===== src/rtl/vga_timing_gen.sv =====
// VGA raster timing: free-running h/v counters with registered sync, blanking,
// pixel coordinates, frame-start strobe and completed-frame counter.
module vga_timing_gen #(
    parameter int   H_VISIBLE = 640,
    parameter int   H_FRONT   = 16,
    parameter int   H_SYNC    = 96,
    parameter int   H_BACK    = 48,
    parameter int   V_VISIBLE = 480,
    parameter int   V_FRONT   = 10,
    parameter int   V_SYNC    = 2,
    parameter int   V_BACK    = 33,
    parameter logic SYNC_POL  = 1'b0
) (
    input  logic       clk,
    input  logic       rst_n,
    input  logic       ena,
    output logic       hsync,
    output logic       vsync,
    output logic       video_active,
    output logic [9:0] pix_x,
    output logic [9:0] pix_y,
    output logic       frame_start,
    output logic [9:0] frame_count
);
    localparam int H_TOTAL = H_VISIBLE + H_FRONT + H_SYNC + H_BACK;
    localparam int V_TOTAL = V_VISIBLE + V_FRONT + V_SYNC + V_BACK;

    localparam logic [9:0]  H_LAST = 10'(H_TOTAL - 1);
    localparam logic [9:0]  V_LAST = 10'(V_TOTAL - 1);
    localparam logic [10:0] H_VIS  = 11'(H_VISIBLE);
    localparam logic [10:0] V_VIS  = 11'(V_VISIBLE);
    localparam logic [10:0] HS_BEG = 11'(H_VISIBLE + H_FRONT);
    localparam logic [10:0] HS_END = 11'(H_VISIBLE + H_FRONT + H_SYNC);
    localparam logic [10:0] VS_BEG = 11'(V_VISIBLE + V_FRONT);
    localparam logic [10:0] VS_END = 11'(V_VISIBLE + V_FRONT + V_SYNC);

    logic [9:0] h_cnt_q, h_cnt_d, v_cnt_q, v_cnt_d;
    logic [9:0] pix_x_q, pix_x_d, pix_y_q, pix_y_d;
    logic [9:0] frame_count_q, frame_count_d;
    logic       hsync_q, hsync_d, vsync_q, vsync_d;
    logic       video_active_q, video_active_d;
    logic       frame_start_q, frame_start_d;
    logic       started_q, started_d;
    logic       at_origin;
    logic [10:0] h_ext, v_ext;

    assign h_ext     = {1'b0, h_cnt_q};
    assign v_ext     = {1'b0, v_cnt_q};
    assign at_origin = (h_cnt_q == 10'd0) && (v_cnt_q == 10'd0);

    always_comb begin
        h_cnt_d        = h_cnt_q;
        v_cnt_d        = v_cnt_q;
        pix_x_d        = pix_x_q;
        pix_y_d        = pix_y_q;
        hsync_d        = hsync_q;
        vsync_d        = vsync_q;
        video_active_d = video_active_q;
        frame_count_d  = frame_count_q;
        started_d      = started_q;
        frame_start_d  = 1'b0;
        if (ena) begin
            if (h_cnt_q == H_LAST) begin
                h_cnt_d = 10'd0;
                v_cnt_d = (v_cnt_q == V_LAST) ? 10'd0 : v_cnt_q + 10'd1;
            end else begin
                h_cnt_d = h_cnt_q + 10'd1;
            end
            // Outputs present the pre-increment count so every output describes the same pixel.
            pix_x_d        = h_cnt_q;
            pix_y_d        = v_cnt_q;
            video_active_d = (h_ext < H_VIS) && (v_ext < V_VIS);
            hsync_d        = ((h_ext >= HS_BEG) && (h_ext < HS_END)) ? SYNC_POL : ~SYNC_POL;
            vsync_d        = ((v_ext >= VS_BEG) && (v_ext < VS_END)) ? SYNC_POL : ~SYNC_POL;
            frame_start_d  = at_origin;
            started_d      = 1'b1;
            // The first origin after reset opens frame 0; later origins close a frame.
            if (at_origin && started_q)
                frame_count_d = frame_count_q + 10'd1;
        end
    end

    always_ff @(posedge clk or negedge rst_n) begin
        if (!rst_n) begin
            h_cnt_q        <= 10'd0;
            v_cnt_q        <= 10'd0;
            pix_x_q        <= 10'd0;
            pix_y_q        <= 10'd0;
            hsync_q        <= ~SYNC_POL;
            vsync_q        <= ~SYNC_POL;
            video_active_q <= 1'b0;
            frame_start_q  <= 1'b0;
            frame_count_q  <= 10'd0;
            started_q      <= 1'b0;
        end else begin
            h_cnt_q        <= h_cnt_d;
            v_cnt_q        <= v_cnt_d;
            pix_x_q        <= pix_x_d;
            pix_y_q        <= pix_y_d;
            hsync_q        <= hsync_d;
            vsync_q        <= vsync_d;
            video_active_q <= video_active_d;
            frame_start_q  <= frame_start_d;
            frame_count_q  <= frame_count_d;
            started_q      <= started_d;
        end
    end

    assign hsync        = hsync_q;
    assign vsync        = vsync_q;
    assign video_active = video_active_q;
    assign pix_x        = pix_x_q;
    assign pix_y        = pix_y_q;
    assign frame_start  = frame_start_q;
    assign frame_count  = frame_count_q;
endmodule


===== config.mk =====
export PLATFORM = sky130hd
export DESIGN_NAME = vga_timing_gen
export DESIGN_NICKNAME = d
export VERILOG_FILES = /design/src/rtl/vga_timing_gen.sv
export SDC_FILE = /design/constraint.sdc
export NUM_CORES = 1
export LEC_CHECK = 0
export ABC_AREA = 1
export ABC_CLOCK_PERIOD_IN_PS = 1400
export CORE_ASPECT_RATIO = 1.1
export CORE_UTILIZATION = 42
export DETAILED_ROUTE_END_ITERATION = 8
export GPL_ROUTABILITY_DRIVEN = 1
export PLACE_DENSITY_LB_ADDON = 0.2
export REMOVE_ABC_BUFFERS = 1
export SYNTH_ARGS = -nofsm -noshare
export SYNTH_HDL_FRONTEND = slang
export SYNTH_SLANG_ARGS = --single-unit
export TNS_END_PERCENT = 10

===== constraint.sdc =====
create_clock -name clk -period 1.4 [get_ports clk]
set_clock_uncertainty 0.1 [all_clocks]
set_input_delay 0.21 -clock clk [delete_from_list [all_inputs] [get_ports clk]]
set_output_delay 0.21 -clock clk [all_outputs]
set_load 0.03 [all_outputs]

# Word-level counts from Yosys, hierarchy flattened

Cells that the tools add are included.

Add/sub/neg operators: 3
Order comparisons: 6
Equality and inequality tests: 2
Muxes and demuxes: 5
Reduce and logical (&&, ||, !) cells: 9

Operator list:

| cell                  | count |
|---|---|
| $add 10x1->10 const B | 3 |
| $eq 10x10->1 const B  | 2 |
| $logic_not 10->1      | 2 |
| $lt 10x10->1 const B  | 2 |
| $lt 10x9->1 const B   | 2 |
| $mux 10               | 2 |
| $ge 10x10->1 const B  | 1 |
| $ge 10x9->1 const B   | 1 |
| $logic_and 1x1->1     | 5 |
| $reduce_and 2->1      | 2 |
| $mux 1                | 3 |

Flip-flop bits (word level): 55
Word-level logic and storage cells: 35

# Longest topological paths before layout

Gate-level depths: netlist of run 1.

Word-level depth: 4
Gate-level depth with buffers: 10
Depth with buffers taken out: 10

# Worst setup path before layout of run 1

Ideal clock, no wire load.

Path type: register -> register
From: register v_cnt_q[0]
To: register frame_count_q[2] (netlist: frame_count[2])
Setup time: 119 ps
Data arrival time: 1316 ps
Slack: -134 ps
Stages on the path, launching flop included: 10
Period minus slack after synthesis: 1534 ps
Cell sequence: dfrtp_1 -> inv_1 -> ha_1 -> inv_1 -> nor3_1 -> nand3_1 -> nor2_4 -> nand3_2 -> nand2_1 -> nand2_1

Cells in the longest elaborated chain, start to end: 4

Ends and longest elaborated chain:

| element                    | RTL line | text |
|---|---|---|
| start: declaration         | 37       | `logic [9:0] h_cnt_q, h_cnt_d, v_cnt_q, v_cnt_d;` |
| start signal: assignment   | 97       | `v_cnt_q <= v_cnt_d;` |
| $logic_not 10->1           | 49       | `assign at_origin = (h_cnt_q == 10'd0) && (v_cnt_q == 10'd0);` |
| $logic_and 1x1->1          | 49       |  |
| $logic_and 1x1->1          | 78       | `if (at_origin && started_q)` |
| $reduce_and 2->1 (no line) | n/a      |  |
| end signal: assignment     | 104      | `frame_count_q <= frame_count_d;` |
| end: declaration           | 39       | `logic [9:0] frame_count_q, frame_count_d;` |

No other way between the ends.
A chain may end at the register's enable or synchronous reset.

# Worst setup path after layout of run 1

From: register h_cnt_q[1]
To: register frame_start_q (netlist: frame_start)

Cells in the longest elaborated chain, start to end: 3

Ends and longest elaborated chain:

| element                  | RTL line | text |
|---|---|---|
| start: declaration       | 37       |  |
| start signal: assignment | 96       | `h_cnt_q <= h_cnt_d;` |
| $logic_not 10->1         | 49       |  |
| $logic_and 1x1->1        | 49       |  |
| $mux 1                   | 62       | `if (ena) begin` |
| via frame_start_d        | 42       | `logic frame_start_q, frame_start_d;` |
| end signal: assignment   | 103      | `frame_start_q <= frame_start_d;` |
| end: declaration         | 42       |  |

The timed path passes the listed nets, and every way through them passes these cells.

==> flow_metrics.py, run 1 <==
metrics = {
    "synth": {
        "synth_seq_area_share_pct": 45.8,
        "synth.largest_area_cell": "dfrtp_1",
        "yosysUniqueCellTypes": 34,
        "yosys_warnings": 0,
        "syn_area_per_cell_sq_um": 7.83,
        "ys_ff_latch": 55,
        "synth_area_leaders": "dfrtp_1, nand2_1, nor2_1",
        "synth.top_cell.area_share_pct": 44.1,
        "synthesis.area_sq_mm": 0.00301,
        "netlist_instances": 384,
    },
    "power_and_ir_drop": {
        "internal-power_uw": 3210,
        "combPwrFrac_pct": 36.9,
        "leakage_uw": 0.00208,
        "swShare_pct": 35.6,
        "p_switching_uw": 1770,
        "seqPwrFrac_pct": 41.0,
        "p_per_area_mw_per_mm2": 1200,
        "clockPowerShare_pct": 22.1,
        "power_uw": 4980,
        "max-vdd-ir-drop_mv": 0.718,
    },
    "timing": {
        "final.period_utilization_pct": 111,
        "hold_violations": 0,
        "tightest_slew_ns": 0.413,
        "rsz0062_at_grt": "yes",
        "drv_slew": 0,
        "slew_headroom_pct": 72.4,
        "whs_ns": 0.238,
        "max_freq_mhz": 645,
        "setup_ws_ns": -0.151,
        "setup_viol": 27,
        "finalWorstPathRequiredPeriod_ns": 1.55,
    },
    "detailed_routing": {
        "viasPerCell": 4.87,
        "vias": 2768,
        "routed_wirelength_um": 7190,
        "wl_per_cell_um": 12.7,
        "antenna_left": 0,
        "drtIter0Drc": 129,
        "dr.pass1.iters": 4,
        "drcViolationCount": 0,
    },
    "cts": {
        "cts_max_level": 2,
        "cts_tree": "built",
        "clock_latency_ns": 0.31,
        "cts.reportedPaths.clkPinSlew_ns": 0.10,
        "cts_max_path_buffers": 2,
        "cts_buffers": 5,
        "cts_root_buf": "clkbuf_8",
        "cts_sinks": 55,
    },
    "floorplan": {
        "dieArea_sq_mm": 0.00750,
        "fp.coreArea_sq_mm": 0.00675,
        "start_util_pct": 44.6,
        "die_y_um": 90.8,
        "die_x_um": 82.7,
        "ioPinCount": 37,
        "row_count": 31,
    },
    "worst_setup_path": {
        "cpMaxStageDelayCell": "dfrtp_1",
        "reg2regPathDepth": 10,
        "cp.required_ns": 1.55,
        "crit_chain": "inv_2, ha_4, inv_2, nor2_2, nand2_1, nor2_2, nand3_2, buf_4, buf_4, inv_1",
        "worstSetupStartpointType": "flip-flop",
        "arrival_ns": 1.70,
        "critPathCaptureType": "flip-flop",
        "critical_path_class": "flip-flop to flip-flop",
        "worstPathMaxFanout": 4,
        "critical_path.max_stage_delay_ns": 0.42,
    },
    "finish": {
        "nets": 493,
        "insertedDiodeCount": 0,
        "final_design_area_no_fill_sq_mm": 0.00415,
        "drive_above_1_share_pct": 32.7,
        "area_delta_synth_final_pct": 38.0,
        "fillers": 603,
        "layout.cells.non_filler": 568,
    },
    "place": {
        "dp_cells": 555,
        "place_area_sq_mm": 0.00387,
        "io_buffers": 36,
        "place_ws_ns": -0.383,
        "gp_congestion": 0.934,
        "place_hpwl_um": 5480,
    },
    "global_route": {
        "first_global_vias": 2847,
        "grt_util_all_layers_pct": 21.4,
        "antenna_found_initial": 0,
        "grt-ovfl-total": 0,
        "grt_max_degree": 31,
        "grt_pass1_wl_um": 12500,
    },
    "flow_run": {
        "max-cap-violations": 0,
    },
    "status": {
        "failed_checks": "negative setup slack",
        "status": "complete, but fails checks",
    },
    "min_path": {
        "hp-class": "input pin to async pin",
    },
}
==> logic make-up after synthesis <==
kind of cell    count (synthesis)  synth area share [%]
simple gates                  221                  34.3
buf+inv                        58                  8.44
flops                          55                  45.8
compound gates                 33                  5.87
xor+xnor                       12                  3.49
fa+ha+maj                       5                  2.08
==> placed cells by master, fill, tap and decap left out, drive strengths merged, types with 5 or more instances in the layout <==
master         synthesis  routed
buf                    9      80
clkbuf                 2      14
clkdlybuf4s15          0      14
dfrtp                 53      53
ha                     5       5
inv                   47      47
nand2                108     108
nand3                 33      33
nand4                 15      15
nor2                  59      59
o21ai                 26      26
xor2                  10      10
==> through the flow <==
step                util, %  setup TNS [ns]
floorplan                 -           -1.32
global placement       57.3          -13.24
detailed placement     57.3          -13.59
CTS                    59.4           -2.28
global route           61.5           -4.98
finish                 61.5           -2.46
==> power groups by stage <==
stage	clock [uW]	combinational (uW)	sequential (uW)
final	1100	1840	2040
after global routing	1200	2040	2070
after detailed placement	0	1800	2050
after global placement	0	1770	2050
after floorplan	0	604	2310
after CTS	1130	1760	2020
==> synth_stat cells <==
cell,number
xor2_1,10
nor3_1,2
nand3b_1,2
nor2_1,52
a21oi_1,4
buf_2,3
nand2_1,105
o21ai_0,23
buf_4,4
ha_1,5
a41oi_1,1
o21ai_2,1
clkbuf_1,2
nor2_4,4
nand3_4,2
inv_1,42
xnor2_1,2
buf_6,2
o31ai_1,1
nand2_2,2
nor2_8,2
dfstp_2,2
nand3_1,30
nand3_2,1
inv_2,4
nand4_1,15
inv_4,1
o22ai_1,1
or2_2,1
nand2_4,1
nor4_1,1
nor2_2,1
o21ai_1,2
dfrtp_1,53
==> routing by layer <==
metal,part of all wire [%],routed length [um],global-route usage [%],vias up
li1,-,-,-,1425
met1,43,3100,26.8,1280
met2,51,3690,36.5,48
met3,3.4,247,3.64,15
met4,2.1,153,7.04,0
met5,0,0,0,-
==> critical path, delay by kind of cell (launching register included) <==
kind                       cells  cell delay, ns
buffers and inverters          5            0.43
DFF                            1            0.42
and+or+nand+nor                4            0.38
adders and majority gates      1            0.16
==> worst paths after layout <==
kind | end | slack, ns | startpoint
worst min register to register | pix_x[0]$_DFFE_PN0P_ | 0.38 | pix_x[0]$_DFFE_PN0P_
worst min-delay path | pix_x[4]$_DFFE_PN0P_ | 0.24 | rst_n
max in group asynchronous | vsync$_DFFE_PN1P_ | 0.42 | rst_n
worst max-delay path | frame_start$_DFF_PN0_ | -0.15 | h_cnt_q[1]$_DFFE_PN0P_
min in group clk | vsync$_DFFE_PN1P_ | 0.38 | ena
worst max register to register | frame_start$_DFF_PN0_ | -0.15 | h_cnt_q[1]$_DFFE_PN0P_
==> state kept, by name, indices dropped and copies added, names as in the netlist, 10 cells and up <==
name and cells:
frame_count 10, h_cnt_q 10, pix_x 10, pix_y 10, v_cnt_q 10
==> area by class of cell <==
type	instances	area (sq um)	share of cell area, %
Sequential cell	55	1380	33.2
Timing Repair Buffer	105	858	20.7
Clock inverter	2	35.0	0.844
Tap cell	82	103	2.47
Multi-Input combinational cell	271	1510	36.5
Clock buffer	6	82.6	1.99
Inverter	47	179	4.31
==> timing repair <==
action,CTS,global route
hold buffers,1,0
gates resized for setup,41,66
endpoints found under the setup margin,53,55
pin swaps,4,17
endpoints found under the hold margin,13,0
setup buffers,0,4
(Power assumes the default switching activity.)
==> run 2, diff against run 1 <==
--- a/config.mk
+++ b/config.mk
@@ -7,10 +7,11 @@
 export LEC_CHECK = 0
 export ABC_AREA = 1
 export ABC_CLOCK_PERIOD_IN_PS = 1400
-export CORE_ASPECT_RATIO = 1.1
+export CORE_ASPECT_RATIO = 1.2
 export CORE_UTILIZATION = 42
 export DETAILED_ROUTE_END_ITERATION = 8
 export GPL_ROUTABILITY_DRIVEN = 1
+export HOLD_SLACK_MARGIN = 0.03
 export PLACE_DENSITY_LB_ADDON = 0.2
 export REMOVE_ABC_BUFFERS = 1
 export SYNTH_ARGS = -nofsm -noshare
==> run 2 against run 1 <==
The flow still finishes with violations (negative setup slack). Sequential share of layout area grew 0.48 points. Critical endpoint is now vsync$_DFFE_PN1P_. Register-to-register slack worse by 0.06 ns. Clock power decreased by 21%. Largest power group unchanged. Sequential power barely moved. Critical path type unchanged. Combinational power barely moved. Largest cell class unchanged.
==> flow_metrics.py, run 2 (same netlist as run 1, synthesis figures left out) <==
metrics = {
    "place": {
        "dp_cells": 555,
        "place_hpwl_um": 5360,
        "gp_congestion": 0.930,
        "io_buffers": 36,
    },
    "floorplan": {
        "row_count": 33,
        "start_util_pct": 43.6,
        "die_x_um": 79.3,
        "dieArea_sq_mm": 0.00750,
        "ioPinCount": 37,
        "die_y_um": 94.7,
        "fp.coreArea_sq_mm": 0.00690,
    },
    "detailed_routing": {
        "vias": 2792,
        "dr.pass1.iters": 4,
        "wl_per_cell_um": 12.8,
        "drcViolationCount": 0,
        "viasPerCell": 4.90,
        "antenna_left": 0,
        "drtIter0Drc": 130,
        "routed_wirelength_um": 7280,
    },
    "power_and_ir_drop": {
        "seqPwrFrac_pct": 43.2,
        "internal-power_uw": 2980,
        "p_switching_uw": 1770,
        "swShare_pct": 37.2,
        "combPwrFrac_pct": 38.5,
        "max-vdd-ir-drop_mv": 0.545,
        "leakage_uw": 0.00203,
        "p_per_area_mw_per_mm2": 1160,
        "clockPowerShare_pct": 18.3,
    },
    "timing": {
        "slew_headroom_pct": 73.1,
        "setup_ws_ns": -0.208,
        "finalSetupTns_ns": -2.68,
        "whs_ns": 0.312,
        "drv_slew": 0,
        "tightest_slew_ns": 0.403,
        "max_freq_mhz": 622,
        "hold_violations": 0,
        "rsz0062_at_grt": "yes",
        "setup_viol": 26,
        "final.period_utilization_pct": 115,
        "finalWorstPathRequiredPeriod_ns": 1.61,
    },
    "worst_setup_path": {
        "reg2reg_setup_slack_ns": -0.21,
        "critical_path_class": "flip-flop to flip-flop",
        "worstSetupStartpointType": "flip-flop",
        "critPathCaptureType": "flip-flop",
        "crit_chain": "inv_2, buf_4, buf_4, buf_4, buf_4, nor4_2, nand4_1, nand2_1, inv_1",
        "arrival_ns": 1.76,
        "cp_common_cell": "buf_4",
        "cp.required_ns": 1.55,
        "worstPathMaxFanout": 3,
        "reg2regPathDepth": 9,
        "critical_path.max_stage_delay_ns": 0.38,
        "cpMaxStageDelayCell": "dfrtp_1",
        "crit-reg2reg-launch": "v_cnt_q[1]$_DFFE_PN0P_",
        "r2r-end": "vsync$_DFFE_PN1P_",
    },
    "cts": {
        "clock_latency_ns": 0.30,
        "cts_max_path_buffers": 2,
        "cts_sinks": 55,
        "cts_max_level": 2,
        "cts_buffers": 5,
        "cts.reportedPaths.clkPinSlew_ns": 0.10,
        "cts_root_buf": "clkbuf_8",
        "cts_tree": "built",
    },
    "finish": {
        "nets": 490,
        "layout.cells.non_filler": 570,
        "insertedDiodeCount": 0,
        "area_delta_synth_final_pct": 36.2,
        "fillers": 635,
        "drive_above_1_share_pct": 28.4,
        "final_common_cell": "nand2_1",
        "final_cell_mix": "nand2_1, buf_4, dfrtp_1",
    },
    "status": {
        "failed_checks": "negative setup slack",
        "status": "complete, but fails checks",
    },
    "global_route": {
        "grt_pass1_wl_um": 12200,
        "first_global_vias": 2695,
        "grt-ovfl-total": 0,
        "antenna_found_initial": 0,
        "grt_max_degree": 56,
        "grt_util_all_layers_pct": 20.9,
    },
    "min_path": {
        "hp-class": "input pin to async pin",
    },
    "flow_run": {
        "max-cap-violations": 0,
    },
}
[run 2: changes by cell type in the layout (fill, tap and decap cells not counted), sizes merged]
cell / delta
clkbuf: -6
clkdlybuf4s15: +2
dlygate4sd2: +2
buf: -1
bufinv: -1
clkdlybuf4s50: +1
[run 2: area by class of cell]
cell class	count	area, sq um	share of cell area [%]
clock buffer	7	76.3	1.86
clock inverter	1	5.00	0.122
inverter	47	179	4.37
multi-input combinational	271	1500	36.6
sequential	55	1380	33.7
tap	87	109	2.66
timing repair buffer	102	847	20.7
[run 2: per-stage QoR]
step	util [%]	power, uW	setup slack, ns	area [sq um]
global placement	55.6	3770	-0.292	3830
CTS	58.3	4710	-0.167	4020
global route	59.4	5010	-0.278	4100
floorplan	-	2910	-0.137	2930
detailed placement	55.6	3810	-0.343	3830
finish	59.4	4750	-0.208	4100
[run 2: repair_timing]
action,CTS,global route
gates resized for setup,47,31
setup buffers,6,0
setup endpoints to repair,49,49
hold endpoints to repair,53,0
pin swaps,11,8
hold buffers,1,0
[run 2: worst max-delay path, delay by kind of cell, from the launching register on]
kind,cells,cell delay [ns]
buffers and inverters,6,0.60
AND/OR/NAND/NOR,3,0.48
flip-flops,1,0.38
[run 2: worst max-delay path by stage]
stage | start | endpoint | slack, ns | depth (start not counted)
6_report | v_cnt_q[1]$_DFFE_PN0P_ | vsync$_DFFE_PN1P_ | -0.21 | 9
5_1_grt | v_cnt_q[1]$_DFFE_PN0P_ | frame_count[8]$_DFFE_PN0P_ | -0.28 | 9
4_1_cts | v_cnt_q[1]$_DFFE_PN0P_ | frame_count[4]$_DFFE_PN0P_ | -0.17 | 9
3_5_place_dp | ena | h_cnt_q[4]$_DFFE_PN0P_ | -0.34 | 6
3_3_place_gp | ena | h_cnt_q[9]$_DFFE_PN0P_ | -0.29 | 7
2_1_floorplan | v_cnt_q[0]$_DFFE_PN0P_ | frame_count[2]$_DFFE_PN0P_ | -0.14 | 9
[run 2: power by group through the flow]
stage                     sequential [uW]  combinational, uW  clock, uW
after global routing                 2080               1990        941
after floorplan                      2310                604          0
after CTS                            2040               1770        891
final                                2050               1830        869
after global placement               2060               1710          0
after detailed placement             2070               1740          0
[run 2: layer usage]
layer / track usage, % / vias up / routed length [um]
met5: 0 / - / 0
met4: 8.64 / 0 / 196
met3: 3.00 / 19 / 178
met2: 36.3 / 56 / 3690
met1: 26.0 / 1297 / 3220
li1: - / 1420 / -
